### src/rtl/pwm_duty_sequencer_if.sv
// Target-duty request handshake between a requester and the PWM duty sequencer.
interface pwm_duty_sequencer_if #(
  parameter int unsigned DUTY_W = 4
);
  logic              req_valid;
  logic [DUTY_W-1:0] req_duty;
  logic              req_ready;

  modport master (
    output req_valid,
    output req_duty,
    input  req_ready
  );

  modport slave (
    input  req_valid,
    input  req_duty,
    output req_ready
  );
endinterface

### src/rtl/pwm_duty_sequencer.sv
// Soft-start/soft-stop duty ramp for the PWM generator: moves duty one LSB every
// STEP_TICKS clocks toward the accepted target; estop forces duty to 0.
module pwm_duty_sequencer #(
  parameter int unsigned DUTY_W     = 4,
  parameter int unsigned STEP_TICKS = 2500000
) (
  input  logic               clk,
  input  logic               reset,
  pwm_duty_sequencer_if.slave req,
  input  logic               estop,
  output logic [DUTY_W-1:0]  duty,
  output logic               busy,
  output logic               done,
  output logic               fault
);

  localparam int unsigned CntW = (STEP_TICKS > 1) ? $clog2(STEP_TICKS) : 1;
  localparam logic [CntW-1:0] CntMax = CntW'(STEP_TICKS - 1);

  typedef enum logic [1:0] {StIdle, StRampUp, StRampDown, StFault} state_e;

  state_e            state_q;
  logic [DUTY_W-1:0] target_q;
  logic [CntW-1:0]   cnt_q;
  logic [DUTY_W-1:0] step_duty;

  assign req.req_ready = (state_q == StIdle) && !estop;

  // Target is strictly beyond duty while ramping, so a single step can never wrap.
  always_comb begin
    step_duty = duty;
    if (state_q == StRampUp) begin
      step_duty = duty + 1'b1;
    end else if (state_q == StRampDown) begin
      step_duty = duty - 1'b1;
    end
  end

  always_ff @(posedge clk or negedge reset) begin
    if (!reset) begin
      state_q  <= StIdle;
      target_q <= '0;
      cnt_q    <= '0;
      duty     <= '0;
      busy     <= 1'b0;
      done     <= 1'b0;
      fault    <= 1'b0;
    end else begin
      done <= 1'b0;
      if (estop) begin
        state_q  <= StFault;
        target_q <= '0;
        cnt_q    <= '0;
        duty     <= '0;
        busy     <= 1'b0;
        fault    <= 1'b1;
      end else begin
        unique case (state_q)
          StIdle: begin
            if (req.req_valid && req.req_ready) begin
              target_q <= req.req_duty;
              cnt_q    <= '0;
              if (req.req_duty > duty) begin
                state_q <= StRampUp;
                busy    <= 1'b1;
              end else if (req.req_duty < duty) begin
                state_q <= StRampDown;
                busy    <= 1'b1;
              end else begin
                done <= 1'b1;
              end
            end
          end
          StRampUp, StRampDown: begin
            if (cnt_q == CntMax) begin
              cnt_q <= '0;
              duty  <= step_duty;
              if (step_duty == target_q) begin
                state_q <= StIdle;
                busy    <= 1'b0;
                done    <= 1'b1;
              end
            end else begin
              cnt_q <= cnt_q + 1'b1;
            end
          end
          StFault: begin
            state_q <= StIdle;
            fault   <= 1'b0;
          end
        endcase
      end
    end
  end

endmodule

### src/flat_wrapper.sv
// flat-port wrapper written by rule: the top's interface ports become plain ports
module pwm_duty_sequencer_flat 
#(
  parameter int unsigned DUTY_W     = 4,
  parameter int unsigned STEP_TICKS = 2500000
)
  (clk, reset, estop, duty, busy, done, fault, req_req_valid, req_req_duty, req_req_ready);
  pwm_duty_sequencer_if #(.DUTY_W(DUTY_W)) req_i ();
  input  logic clk;
  input  logic reset;
  input  logic estop;
  output logic [DUTY_W-1:0] duty;
  output logic busy;
  output logic done;
  output logic fault;
  input wire logic [$bits(req_i.req_valid)-1:0] req_req_valid;
  input wire logic [$bits(req_i.req_duty)-1:0] req_req_duty;
  output wire logic [$bits(req_i.req_ready)-1:0] req_req_ready;
  assign req_i.req_valid = req_req_valid;
  assign req_i.req_duty = req_req_duty;
  assign req_req_ready = req_i.req_ready;
  pwm_duty_sequencer #(.DUTY_W(DUTY_W), .STEP_TICKS(STEP_TICKS)) u_core (.clk(clk), .reset(reset), .req(req_i), .estop(estop), .duty(duty), .busy(busy), .done(done), .fault(fault));
endmodule
### config.mk
export PLATFORM = sky130hd
export DESIGN_NAME = pwm_duty_sequencer_flat
export DESIGN_NICKNAME = d
export VERILOG_FILES = /design/src/rtl/pwm_duty_sequencer_if.sv /design/src/rtl/pwm_duty_sequencer.sv /design/src/flat_wrapper.sv
export SDC_FILE = /design/constraint.sdc
export NUM_CORES = 1
export LEC_CHECK = 0
export CAP_MARGIN = 5
export CORE_ASPECT_RATIO = 0.8
export CORE_MARGIN = 1
export CORE_UTILIZATION = 35
export CTS_CLUSTER_SIZE = 25
export DETAILED_ROUTE_END_ITERATION = 16
export PLACE_DENSITY = 0.6
export SLEW_MARGIN = 30
export SYNTH_ARGS = -nofsm -noshare
export SYNTH_HDL_FRONTEND = slang
export SYNTH_SLANG_ARGS = --single-unit
### constraint.sdc
create_clock -name clk -period 3.1 [get_ports clk]
set_input_delay 0.31 -clock clk [delete_from_list [all_inputs] [get_ports clk]]
set_output_delay 0.31 -clock clk [all_outputs]
set_load 0.02 [all_outputs]
==> flow_metrics.env <==
export IMPL_status="finished clean"
export IMPL_syn_area_mm2=0.00210
export IMPL_cp_arrival_ns=2.67
export IMPL_syn_area_per_cell_um2=9.09
export IMPL_worst_hold_slack_ns=0.424
export IMPL_grt_overflow_total=0
export IMPL_irDropWorstVdd_uv=325
export IMPL_synth_distinct_cells=41
export IMPL_regArea_um2=876
export IMPL_setup_tns_ns=0
export IMPL_io_pins=16
export IMPL_path_clk_slew_ns=0.08
export IMPL_p_leak_nw=1.05
export IMPL_clockBufferDepth=2
export IMPL_wirelength_mm=4.36
export IMPL_die_w_um=88.6
export IMPL_initial_core_util_pct=37.4
export IMPL_vias=1648
export IMPL_place_congestion=0.806
export IMPL_hold_viol_final=0
export IMPL_hp_class="input pin to asynchronous set/reset pin"
export IMPL_post_cts_setup_buffer_count=0
export IMPL_synthCells=231
export IMPL_fin_crit_sh_pct=79.0
export IMPL_port_buffers=15
export IMPL_fin_crit_ns=2.45
export IMPL_fillers=576
export IMPL_rows=24
export IMPL_max_freq_mhz=408
export IMPL_synthesis_nets=251
export IMPL_path_class="flip-flop to flip-flop"
export IMPL_grt_usage_pct=15.6
export IMPL_grt_start_max_net_pins=36
export IMPL_antenna_left=0
export IMPL_drt_pass1_iter_count=4
export IMPL_yosysWarnings=0
export IMPL_layout_common_cells="35 x dfrtp_1, 29 x nor2_1, 24 x nand2_1, 19 x xor2_1, 15 x clkdlybuf4s50_1"
export IMPL_yosys_register_bits=35
export IMPL_drive_gt1_share_pct=5.98
export IMPL_cts_hold_buffers=0
export IMPL_nets=270
export IMPL_fin_skew_ns=0.00789
export IMPL_start_kind="flip-flop"
export IMPL_maxSlewHeadroom_pct=61.8
export IMPL_drc=0
export IMPL_crit_fanout=5
export IMPL_cts_made_buffers=5
export IMPL_drt_initial_drc_count=116
export IMPL_p_per_area_mw_per_mm2=608
export IMPL_area_growth_syn_to_layout_pct=17.0
export IMPL_antenna_found_initial=0
export IMPL_cts_resized=0
export IMPL_drv_cap=0
export IMPL_yosysSeqAreaShare_pct=41.7
export IMPL_cts_sinks=35
export IMPL_fp_dieArea_mm2=0.00631
export IMPL_cts_tree="built"
export IMPL_die_h_um=71.3
export IMPL_grt_setup_unrepaired="false"
export IMPL_antenna_cells=0
export IMPL_final_max_slew_viol_count=0
export IMPL_coreArea_mm2=0.00562
export IMPL_worst_slew_pin_slew_ns=0.568
export IMPL_cts_root_buf="clkbuf_8"
export IMPL_insertion_delay_ns=0.30
export IMPL_grt_pass1_wl_mm=7.44
export IMPL_wl_per_cell_um=13.3
export IMPL_grt_pass1_vias=1501
export IMPL_multi_input_area_mm2=0.00115
export IMPL_cp_required_ns=3.32
export IMPL_htree_levels=2
export IMPL_post_dp_hpwl_mm=3.27
export IMPL_via_per_inst=5.01
export IMPL_finalPower_mw=1.49
export IMPL_end_kind="flip-flop"
export IMPL_final_common_cell="dfrtp_1"
export IMPL_setup_viol=0
[worst paths after layout]
path	from	endpoint	slack, ns	cells after the start
worst max-delay path	u_core.state_q[0]	u_core.state_q[1]	0.65	8
worst min-delay path	reset	u_core.cnt_q[6]	0.42	2
worst max register to register	u_core.state_q[0]	u_core.state_q[1]	0.65	8
worst min register to register	u_core.fault	u_core.fault	0.48	1
max in group asynchronous	reset	u_core.duty[0]	2.36	2
min in group clk	u_core.fault	u_core.fault	0.48	1
[stage by stage]
| stage | instance area, µm² | std cells | util (%) | setup WS (ns) |
|---|---|---|---|---|
| 2_1_floorplan | 2100 | 231 | - | 0.867 |
| 3_3_place_gp | 2340 | 321 | 41.8 | 0.686 |
| 3_5_place_dp | 2340 | 321 | 41.8 | 0.672 |
| 4_1_cts | 2460 | 329 | 43.8 | 0.661 |
| 5_1_grt | 2460 | 329 | 43.8 | 0.399 |
| 6_report | 2460 | 329 | 43.8 | 0.651 |
[routing by layer]
layer	wire (µm)	vias up	part of all wire (%)	global-route usage, %
met5	0	-	0	0
met4	61	0	1.4	4.84
met3	142	7	3.3	3.92
met2	1730	29	40	21.1
met1	2430	775	56	24.1
li1	-	837	-	-
[final cells by class]
class	count	area share, %
Inverter	13	1.99
Tap cell	78	3.97
Timing Repair Buffer	18	7.03
Multi-Input combinational cell	177	46.8
Clock buffer	5	2.80
Clock inverter	3	1.78
Sequential cell	35	35.6
[critical path, stage by stage, from the launching register on]
cell and delay, ns:
dfrtp_1 0.41, inv_1 0.13, ha_1 0.23, or4b_1 0.47, o211a_1 0.23, a311oi_1 0.31, a41o_1 0.24, and2_1 0.18
mux2i_1 0.19
[cell families (layout without fill, tap and decap cells)]
logic type               after synthesis  count (layout)  share of synthesized area, %
AND/OR/NAND/NOR                      103             103                          24.8
flip-flops                            35              35                          41.7
AO/OA/AOI/OAI                         30              30                          9.12
XOR/XNOR                              28              28                          11.7
buffers and inverters                 19              39                          3.52
adder cells (fa/ha/maj)               12              12                          7.15
multiplexers                           4               4                          2.03
[where the power goes]
part           total, mW  switching, mW  leakage (nW)  internal [mW]
Sequential         0.527         0.0322         0.478          0.495
Combinational      0.547          0.342         0.515          0.205
Clock              0.421          0.181        0.0581          0.239
Total               1.49          0.555          1.05          0.940
[cells in the mapped netlist]
library cell	instances	area (µm²)
a21o_1	1	7.51
a21oi_1	11	55.1
a221oi_1	1	8.76
a22oi_1	2	15.0
a311oi_1	1	8.76
a311oi_2	1	15.0
a31oi_1	2	12.5
a41o_1	1	10.0
and2_1	3	18.8
and3_1	3	18.8
and3b_1	2	17.5
and4_1	3	26.3
buf_1	1	3.75
buf_2	2	10.0
clkbuf_1	3	11.3
dfrtp_1	35	876
ha_1	12	150
inv_1	13	48.8
mux2_1	1	11.3
mux2_2	1	11.3
mux2i_1	2	20.0
nand2_1	24	90.1
nand2b_1	2	12.5
nand3_1	13	65.1
nand4_1	7	43.8
nor2_1	29	109
nor2_2	1	6.26
nor2b_1	2	12.5
nor3_1	5	25.0
nor3b_1	2	15.0
nor4_1	3	18.8
nor4_2	1	12.5
nor4b_1	1	8.76
nor4bb_1	1	10.0
o211a_1	1	10.0
o21ai_1	7	35.0
o21bai_1	1	7.51
o22ai_1	1	6.26
or4b_1	1	10.0
xnor2_1	9	78.8
xor2_1	19	166
[sequential cells by signal, summed over array words and instances, names as in the netlist]
signal,count
u_core.target_q,4
u_core.duty,4
u_core.busy,1
u_core.done,1
u_core.state_q,2
u_core.fault,1
u_core.cnt_q,22
(Power assumes the default switching activity.)
